**config.mk**
```make
export PLATFORM = sky130hd
export DESIGN_NAME = mem_access_ctrl_flat
export DESIGN_NICKNAME = d
export VERILOG_FILES = /design/src/rtl/mem_access_pkg.sv /design/src/rtl/mem_access_ctrl_if.sv /design/src/rtl/mem_access_ctrl.sv /design/src/flat_wrapper.sv
export SDC_FILE = /design/constraint.sdc
export NUM_CORES = 1
export LEC_CHECK = 0
export CORE_ASPECT_RATIO = 0.5
export CORE_UTILIZATION = 40
export DETAILED_ROUTE_END_ITERATION = 10
export PLACE_DENSITY_LB_ADDON = 0.2
export SLEW_MARGIN = 10
export SYNTH_ARGS = -nofsm -noshare
export SYNTH_HDL_FRONTEND = slang
export SYNTH_SLANG_ARGS = --single-unit
```
**constraint.sdc**
```tcl
create_clock -name clk -period 1.9 [get_ports clk]
set_input_delay 0.38 -clock clk [delete_from_list [all_inputs] [get_ports clk]]
set_output_delay 0.38 -clock clk [all_outputs]
set_load 0.02 [all_outputs]
```
**src/rtl/mem_access_pkg.sv**
```systemverilog
// Shared types for the memory access controller: request opcodes and FSM states.
// ST_INIT exists only when MEM_ACCESS_CTRL_INIT_EN is defined.
package mem_access_pkg;

    typedef enum logic [1:0] {
        OP_READ  = 2'd0,
        OP_WRITE = 2'd1,
        OP_ADD   = 2'd2,
        OP_RSVD  = 2'd3
    } op_e;

    typedef enum logic [2:0] {
        ST_IDLE   = 3'd0,
        ST_WR     = 3'd1,
        ST_RD     = 3'd2,
        ST_CAP    = 3'd3,
        ST_RMW_WR = 3'd4,
        ST_RSP    = 3'd5
`ifdef MEM_ACCESS_CTRL_INIT_EN
        , ST_INIT = 3'd6
`endif
    } state_e;

endpackage

```
**src/rtl/mem_access_ctrl_if.sv**
```systemverilog
// Request/response and synchronous-memory bus of the memory access controller.
// slave = controller side; master = requester plus memory model side.
interface mem_access_ctrl_if #(
    parameter int unsigned DATA_WIDTH = 8,
    parameter int unsigned ADDR_WIDTH = 6
);
    logic                  req_valid;
    logic                  req_ready;
    logic [1:0]            req_op;
    logic [ADDR_WIDTH-1:0] req_addr;
    logic [DATA_WIDTH-1:0] req_data;
    logic                  rsp_valid;
    logic                  rsp_ready;
    logic [DATA_WIDTH-1:0] rsp_data;
    logic                  rsp_err;
    logic [ADDR_WIDTH-1:0] mem_addr;
    logic                  mem_we;
    logic                  mem_re;
    logic [DATA_WIDTH-1:0] mem_wdata;
    logic [DATA_WIDTH-1:0] mem_rdata;
    logic                  idle;

    modport slave (
        input  req_valid, req_op, req_addr, req_data, rsp_ready, mem_rdata,
        output req_ready, rsp_valid, rsp_data, rsp_err,
        output mem_addr, mem_we, mem_re, mem_wdata, idle
    );

    modport master (
        output req_valid, req_op, req_addr, req_data, rsp_ready, mem_rdata,
        input  req_ready, rsp_valid, rsp_data, rsp_err,
        input  mem_addr, mem_we, mem_re, mem_wdata, idle
    );
endinterface

```
**src/rtl/mem_access_ctrl.sv**
```systemverilog
// Single-outstanding READ/WRITE/ADD controller in front of a 1-cycle synchronous memory.
// Define MEM_ACCESS_CTRL_INIT_EN to zero-fill the memory after reset before accepting requests.
module mem_access_ctrl
    import mem_access_pkg::*;
#(
    parameter int unsigned DATA_WIDTH = 8,
    parameter int unsigned DEPTH      = 32,
    parameter int unsigned ADDR_WIDTH = 6
) (
    input logic              clk,
    input logic              rst,
    mem_access_ctrl_if.slave bus
);

    state_e state;
    state_e next_state;
    op_e    op_q;
    op_e    req_op;
    logic   accept;
    logic   addr_ok;
    logic   req_err;

    assign req_op  = op_e'(bus.req_op);
    assign accept  = bus.req_valid && (state == ST_IDLE);
    assign addr_ok = ({1'b0, bus.req_addr} < (ADDR_WIDTH+1)'(DEPTH));
    assign req_err = (req_op == OP_RSVD) || ((req_op != OP_WRITE) && !addr_ok);

    // Handshake and strobe outputs are pure decodes of the state register.
    assign bus.req_ready = (state == ST_IDLE);
    assign bus.idle      = (state == ST_IDLE);
    assign bus.rsp_valid = (state == ST_RSP);
    assign bus.mem_re    = (state == ST_RD);
`ifdef MEM_ACCESS_CTRL_INIT_EN
    assign bus.mem_we    = (state == ST_WR) || (state == ST_RMW_WR) || (state == ST_INIT);
`else
    assign bus.mem_we    = (state == ST_WR) || (state == ST_RMW_WR);
`endif

    // Next-state logic
    always_comb begin
        next_state = state;
        case (state)
            ST_IDLE: begin
                if (bus.req_valid) begin
                    if (req_err)                 next_state = ST_RSP;
                    else if (req_op == OP_WRITE) next_state = addr_ok ? ST_WR : ST_IDLE;
                    else                         next_state = ST_RD;
                end
            end
            ST_WR:     next_state = ST_IDLE;
            ST_RD:     next_state = ST_CAP;
            ST_CAP:    next_state = (op_q == OP_ADD) ? ST_RMW_WR : ST_RSP;
            ST_RMW_WR: next_state = ST_RSP;
            ST_RSP:    next_state = bus.rsp_ready ? ST_IDLE : ST_RSP;
`ifdef MEM_ACCESS_CTRL_INIT_EN
            ST_INIT:   next_state = (bus.mem_addr == ADDR_WIDTH'(DEPTH - 1)) ? ST_IDLE : ST_INIT;
`endif
            default:   next_state = ST_IDLE;
        endcase
    end

    // State and datapath registers; mem_addr doubles as the fill pointer during INIT.
    always_ff @(posedge clk) begin
        if (rst) begin
`ifdef MEM_ACCESS_CTRL_INIT_EN
            state         <= ST_INIT;
`else
            state         <= ST_IDLE;
`endif
            op_q          <= OP_READ;
            bus.mem_addr  <= '0;
            bus.mem_wdata <= '0;
            bus.rsp_data  <= '0;
            bus.rsp_err   <= 1'b0;
        end else begin
            state <= next_state;
            case (state)
                ST_IDLE: begin
                    if (accept) begin
                        op_q          <= req_op;
                        bus.mem_addr  <= bus.req_addr;
                        bus.mem_wdata <= bus.req_data;
                        bus.rsp_data  <= '0;
                        bus.rsp_err   <= req_err;
                    end
                end
                ST_CAP: begin
                    bus.rsp_data <= bus.mem_rdata;
                    if (op_q == OP_ADD) begin
                        bus.mem_wdata <= DATA_WIDTH'(bus.mem_rdata + bus.mem_wdata);
                    end
                end
`ifdef MEM_ACCESS_CTRL_INIT_EN
                ST_INIT: bus.mem_addr <= ADDR_WIDTH'(bus.mem_addr + ADDR_WIDTH'(1));
`endif
                default: ;
            endcase
        end
    end

endmodule

```
**src/flat_wrapper.sv**
```systemverilog
// flat-port wrapper written by rule: the top's interface ports become plain ports
module mem_access_ctrl_flat import mem_access_pkg::*;
#(
    parameter int unsigned DATA_WIDTH = 8,
    parameter int unsigned DEPTH      = 32,
    parameter int unsigned ADDR_WIDTH = 6
)
  (clk, rst, bus_req_valid, bus_req_op, bus_req_addr, bus_req_data, bus_rsp_ready, bus_mem_rdata, bus_req_ready, bus_rsp_valid, bus_rsp_data, bus_rsp_err, bus_mem_addr, bus_mem_we, bus_mem_re, bus_mem_wdata, bus_idle);
  mem_access_ctrl_if #(.DATA_WIDTH(DATA_WIDTH), .ADDR_WIDTH(ADDR_WIDTH)) bus_i ();
  input logic clk;
  input logic rst;
  input wire logic [$bits(bus_i.req_valid)-1:0] bus_req_valid;
  input wire logic [$bits(bus_i.req_op)-1:0] bus_req_op;
  input wire logic [$bits(bus_i.req_addr)-1:0] bus_req_addr;
  input wire logic [$bits(bus_i.req_data)-1:0] bus_req_data;
  input wire logic [$bits(bus_i.rsp_ready)-1:0] bus_rsp_ready;
  input wire logic [$bits(bus_i.mem_rdata)-1:0] bus_mem_rdata;
  output wire logic [$bits(bus_i.req_ready)-1:0] bus_req_ready;
  output wire logic [$bits(bus_i.rsp_valid)-1:0] bus_rsp_valid;
  output wire logic [$bits(bus_i.rsp_data)-1:0] bus_rsp_data;
  output wire logic [$bits(bus_i.rsp_err)-1:0] bus_rsp_err;
  output wire logic [$bits(bus_i.mem_addr)-1:0] bus_mem_addr;
  output wire logic [$bits(bus_i.mem_we)-1:0] bus_mem_we;
  output wire logic [$bits(bus_i.mem_re)-1:0] bus_mem_re;
  output wire logic [$bits(bus_i.mem_wdata)-1:0] bus_mem_wdata;
  output wire logic [$bits(bus_i.idle)-1:0] bus_idle;
  assign bus_i.req_valid = bus_req_valid;
  assign bus_i.req_op = bus_req_op;
  assign bus_i.req_addr = bus_req_addr;
  assign bus_i.req_data = bus_req_data;
  assign bus_i.rsp_ready = bus_rsp_ready;
  assign bus_i.mem_rdata = bus_mem_rdata;
  assign bus_req_ready = bus_i.req_ready;
  assign bus_rsp_valid = bus_i.rsp_valid;
  assign bus_rsp_data = bus_i.rsp_data;
  assign bus_rsp_err = bus_i.rsp_err;
  assign bus_mem_addr = bus_i.mem_addr;
  assign bus_mem_we = bus_i.mem_we;
  assign bus_mem_re = bus_i.mem_re;
  assign bus_mem_wdata = bus_i.mem_wdata;
  assign bus_idle = bus_i.idle;
  mem_access_ctrl #(.DATA_WIDTH(DATA_WIDTH), .DEPTH(DEPTH), .ADDR_WIDTH(ADDR_WIDTH)) u_core (.clk(clk), .rst(rst), .bus(bus_i));
endmodule
```
==> flow_summary.ini, run 1 <==
[floorplan]
core_um2 = 3603
pin_count = 56
dieArea_um2 = 4212
row_count = 15
die_y_um = 46.39
start_util_pct = 43.75
die_w_um = 90.79

[run]
cap_viol_max_count = 0

[global_route]
track_usage_pct = 20.01
grt_pass1_wl_um = 6582
grt_pass1_vias = 1468
overflow = 0
grt_max_degree = 17
antenna_found_initial = 0

[setup_path]
end_kind = flop
r2r_start = u_core.bus.mem_wdata[0]$_SDFFE_PP0P_
critPathLaunch = bus_mem_rdata[3]
timing_worst_setup_path_type = in2reg
arrival_ns = 2.04
r2r_cells = 8
start_kind = primary input
worstPathMaxFanout = 3
required_ns = 2.07
r2r_slack_ns = 0.06
r2r_end = u_core.bus.mem_wdata[6]$_SDFFE_PP0P_
crit_end = u_core.bus.mem_wdata[6]$_SDFFE_PP0P_

[finish]
finish.net_count = 302
postLayoutCoreUtil_pct = 66.84
area_growth_pct = 52.78
drive_above_1_share_pct = 15.85
num_antenna_cells = 0

[yosys]
syn_area_um2 = 1577
synth_area_leaders = dfxtp_1, a21oi_1, nand2_1
syn_nets = 233
synth_top_area_share_pct = 35.56
yosysSeqAreaShare_pct = 35.56
ys_top_cells_by_count = nand2_1, dfxtp_1, a21oi_1
syn_inst = 197
synth_flop_cell = dfxtp_1
yosysMostFrequentCell = nand2_1
async_reset_ff_share_pct = 0
synth_edf_count = 0
yosysWarnings = 0
yosysTopAreaCell = dfxtp_1
ys_types = 41
synth_seq_cells = 28
synth.avg_cell_area_um2 = 8.003

[clocking]
clk_pin_slew_ns = 0.10
numCtsBuffers = 3
postCtsSetupBuffers = 0
cts_num_sinks = 28
clock_path_buffers = 2
cts_tree = done
clk_latency_ns = 0.28
ctsRootBufferMaster = clkbuf_8
cts_max_level = 1

[timing]
drv_slew = 0
skew_ns = 0.003795
finalSetupViolCount = 0
period_needed_ns = 1.866
fin_crit_sh_pct = 98.19
fmax_mhz = 536.0
worstMarginPinSlew_ns = 0.5363
hold_viol_final = 0
maxSlewHeadroom_pct = 64.16

[power]
total_power_uw = 1791
p_leak_uw = 0.0009832
powerDensity_nw_per_um2 = 743.5
ir_drop_mv = 0.4463

[detailed_routing]
wl_um = 4127
vias_per_cell = 5.142
firstDrtPassIters = 4
first_iter_violations = 63
ant_nets = 0
num_vias = 1625
post_drt_wl_per_cell_um = 13.06
remaining_drc_errors = 0

[placement]
place_congestion = 0.7943
port_buffers = 55
place_hpwl_um = 3130

[min_path]
hp-class = in2reg

[outcome]
outcome = finished, final reports clean
state kept, by name, indices dropped and copies added (netlist names):
signal                cells
u_core.bus.mem_wdata      8
u_core.bus.mem_addr       6
u_core.bus.rsp_err        1
u_core.bus.rsp_data       8
u_core.op_q               2
u_core.state              3
kinds of logic (layout without fill, tap and decap cells):
family,Yosys count,after routing,synth area share (%)
simple gates,76,76,23.57
mux,1,1,0.6349
buf+inv,18,86,6.031
fa+ha+maj,8,8,6.825
compound gates,63,63,25.71
xor+xnor,3,3,1.667
flops,28,28,35.56
power by group:
group | leakage (uW) | internal [uW] | total, uW | switching, uW
logic | 0.000717 | 317 | 636 | 318
registers | 0.000230 | 635 | 679 | 43.8
clock network | 0.0000357 | 282 | 476 | 194
routing by layer:
metal | wire (um) | GRT usage (%) | vias up
li1 | - | - | 833
met1 | 1927 | 25.64 | 741
met2 | 1950 | 36.82 | 49
met3 | 229 | 3.465 | 2
met4 | 19 | 3.810 | 0
met5 | 0 | 0 | -
worst min-delay path by stage:
| stage | startpoint | endpoint | slack (ns) | cells past startpoint |
|---|---|---|---|---|
| after floorplan | u_core.op_q[0]$_SDFFE_PP0P_ | u_core.op_q[0]$_SDFFE_PP0P_ | 0.44 | 2 |
| after global placement | u_core.bus.mem_addr[4]$_SDFFE_PP0P_ | u_core.bus.mem_addr[4]$_SDFFE_PP0P_ | 0.44 | 2 |
| after detailed placement | u_core.bus.mem_addr[1]$_SDFFE_PP0P_ | u_core.bus.mem_addr[1]$_SDFFE_PP0P_ | 0.45 | 2 |
| after CTS | u_core.bus.mem_addr[1]$_SDFFE_PP0P_ | u_core.bus.mem_addr[1]$_SDFFE_PP0P_ | 0.46 | 2 |
| after global routing | bus_mem_rdata[1] | u_core.bus.rsp_data[1]$_SDFFE_PP0P_ | 0.43 | 3 |
| final | bus_mem_rdata[1] | u_core.bus.rsp_data[1]$_SDFFE_PP0P_ | 0.42 | 3 |
area by class of cell:
class                   instances  area, um2
clock buffers                   3      41.29
clock inverters                 1      30.03
multi-input cells             151      962.2
well taps                      51      63.81
inverters                       6      22.52
fillers                       304       1195
flip-flops and latches         28      565.5
repair buffers                 76      723.2
timing repair:
item,CTS,global route
hold buffers,0,0
pin swaps,4,3
resized for setup,14,9
endpoints found under the setup margin,7,7
hold endpoints to repair,0,0
layout by cell type (no fill, tap or decap), drive strengths merged, types with 7 or more instances in the layout:
master	count
a21oi	30
buf	21
clkdlybuf4s50	45
dfxtp	28
ha	7
nand2	32
nand3	9
nor2	15
o21ai	14
critical path: stages:
cell and delay (ns):
clkdlybuf4s50_1 0.44, ha_1 0.33, o21a_1 0.19, o31a_1 0.12
or3b_1 0.37, o211ai_1 0.12, a21oi_2 0.08
through the flow:
stage / setup WS (ns) / setup TNS (ns) / cells / hold WS, ns / cell area [um2]
2_1_floorplan: 0.004787 / 0 / 197 / 0.4405 / 1577
3_3_place_gp: -0.3296 / -1.671 / 312 / 0.4429 / 2288
5_1_grt: -0.03171 / -0.03171 / 316 / 0.4331 / 2409
4_1_cts: 0.006570 / 0 / 316 / 0.4610 / 2369
3_5_place_dp: -0.3946 / -1.960 / 312 / 0.4464 / 2288
6_report: 0.03441 / 0 / 316 / 0.4166 / 2409
(Power assumes the default switching activity.)
==> inputs of run 2 (changes only) <==
--- a/config.mk
+++ b/config.mk
@@ -6,7 +6,8 @@
 export NUM_CORES = 1
 export LEC_CHECK = 0
 export CORE_ASPECT_RATIO = 0.5
-export CORE_UTILIZATION = 40
+export CORE_UTILIZATION = 42
+export CTS_BUF_LIST = sky130_fd_sc_hd__clkbuf_2 sky130_fd_sc_hd__clkbuf_4 sky130_fd_sc_hd__clkbuf_8
 export DETAILED_ROUTE_END_ITERATION = 10
 export PLACE_DENSITY_LB_ADDON = 0.2
 export SLEW_MARGIN = 10
==> run 2 against run 1 <==
- clock skew is 0.0030 ns higher
- clock power hardly changed
- combinational power is 1% lower
- via count is 1.4% lower
- total power is 0.23% lower
- die area is 4.6% lower
- critical endpoint unchanged
- first-iteration DRC count is 41% higher
- non-clock buffer count is 1 higher
- register-to-register slack better by 0.06 ns
- hold slack better by 0.015 ns
- routed wire length is 0.94% lower
==> flow_summary.ini, run 2 (synthesized netlist as in run 1, its figures left out) <==
[timing]
rsz0062_at_grt = false
worstMarginPinSlew_ns = 0.5519
finalSetupViolCount = 0
hold_slack_ns = 0.4319
fmax_mhz = 554.6
drv_slew = 0
hold_viol_final = 0
maxSlewHeadroom_pct = 63.12
skew_ns = 0.006811
period_needed_ns = 1.803
fin_crit_sh_pct = 94.90

[detailed_routing]
firstDrtPassIters = 4
ant_nets = 0
remaining_drc_errors = 0
routed-wl-met2_um = 1872
wl_met3_um = 216
first_iter_violations = 89
wl_um = 4088
topRoutingLayerUsed = met3
num_vias = 1603
met1Wirelength_um = 1999
vias_per_cell = 5.057
post_drt_wl_per_cell_um = 12.90

[floorplan]
pin_count = 56
row_count = 15
dieArea_um2 = 4017
die_y_um = 45.32
core_um2 = 3510
die_w_um = 88.65
start_util_pct = 44.92

[setup_path]
worstPathMaxFanout = 4
r2r_end = u_core.bus.mem_wdata[6]$_SDFFE_PP0P_
r2r_slack_ns = 0.12
end_kind = flop
r2r_cells = 8
start_kind = primary input
timing_worst_setup_path_type = in2reg
arrival_ns = 1.98
required_ns = 2.07
r2r_start = u_core.bus.mem_wdata[0]$_SDFFE_PP0P_

[clocking]
numCtsBuffers = 3
ctsRootBufferMaster = clkbuf_8
cts_tree = done
clk_latency_ns = 0.28
cts_num_sinks = 28
clk_pin_slew_ns = 0.09
clock_path_buffers = 2
cts_max_level = 1

[finish]
reg_top3 = u_core.bus.mem_wdata (8), u_core.bus.rsp_data (8), u_core.bus.mem_addr (6)
mostFrequentLayoutCell = clkdlybuf4s50_1
num_antenna_cells = 0
finish.net_count = 303
design_area_um2 = 2405
area_growth_pct = 52.54
drive_above_1_share_pct = 16.17
postLayoutCoreUtil_pct = 68.52
final_cell_mix = clkdlybuf4s50_1, nand2_1, a21oi_1

[placement]
place_congestion = 0.8571
place_hpwl_um = 3030
place_area_um2 = 2288
port_buffers = 55

[global_route]
grt_pass1_vias = 1495
antenna_found_initial = 0
track_usage_pct = 22.60
overflow = 0
grt_max_degree = 21
grt_pass1_wl_um = 6872

[outcome]
outcome = finished, final reports clean

[min_path]
min_to = u_core.bus.rsp_data[1]$_SDFFE_PP0P_
hp-class = in2reg
hp-start = bus_mem_rdata[1]
whs_path_depth = 3

[power]
ir_drop_mv = 0.4689
p_leak_uw = 0.0009760
powerDensity_nw_per_um2 = 743.0

[run]
cap_viol_max_count = 0
-- run 2: stage by stage --
step / std cells / power, uW / setup TNS, ns / setup WS [ns]
final: 317 / 1787 / 0 / 0.09683
after global routing: 317 / 1889 / 0 / 0.001692
after CTS: 317 / 1790 / 0 / 0.005432
after detailed placement: 312 / 1313 / -1.875 / -0.3816
after global placement: 312 / 1299 / -1.687 / -0.3235
after floorplan: 197 / 1040 / 0 / 0.004787
-- run 2: how the worst max path moves through the flow --
| stage | from | end | slack [ns] |
|---|---|---|---|
| floorplan | u_core.bus.mem_wdata[6]$_SDFFE_PP0P_ | u_core.bus.mem_wdata[6]$_SDFFE_PP0P_ | 0.005 |
| global placement | bus_mem_rdata[0] | u_core.bus.mem_wdata[6]$_SDFFE_PP0P_ | -0.32 |
| detailed placement | bus_mem_rdata[0] | u_core.bus.mem_wdata[6]$_SDFFE_PP0P_ | -0.38 |
| CTS | u_core.state[2]$_SDFFE_PP0P_ | bus_mem_we | 0.005 |
| global route | bus_mem_rdata[0] | u_core.bus.mem_wdata[6]$_SDFFE_PP0P_ | 0.002 |
| finish | bus_mem_rdata[3] | u_core.bus.mem_wdata[6]$_SDFFE_PP0P_ | 0.1 |
-- run 2: timing repair --
item                       CTS  global route
resized for setup           13             7
setup endpoints to repair    7             7
pin swaps                    2             0
hold buffers                 0             0
buffers inserted             1             0
-- run 2: layout make-up --
class,count,area (um2)
Clock buffer,3,41.29
Inverter,6,22.52
Multi-Input combinational cell,151,953.4
Sequential cell,28,566.8
Tap cell,51,63.81
Timing Repair Buffer,77,726.9
Fill cell,306,1105
Clock inverter,1,30.03
-- run 2: routing by layer --
layer / vias to the layer above / global-route usage [%]
met5: - / 0
met4: 0 / 3.871
met3: 0 / 4.022
met2: 43 / 38.77
met1: 730 / 30.65
li1: 830 / -
-- run 2: report_power, final --
part | internal (uW) | switching (uW)
logic | 319 | 310
clock network | 282 | 192
registers | 636 | 47.6
-- run 2: worst max-delay path: stages --
cell and delay (ns):
clkdlybuf4s50_1 0.53, ha_4 0.23, o21a_1 0.18, o31a_1 0.12, or3b_1 0.35, o211ai_1 0.11, a21oi_2 0.07
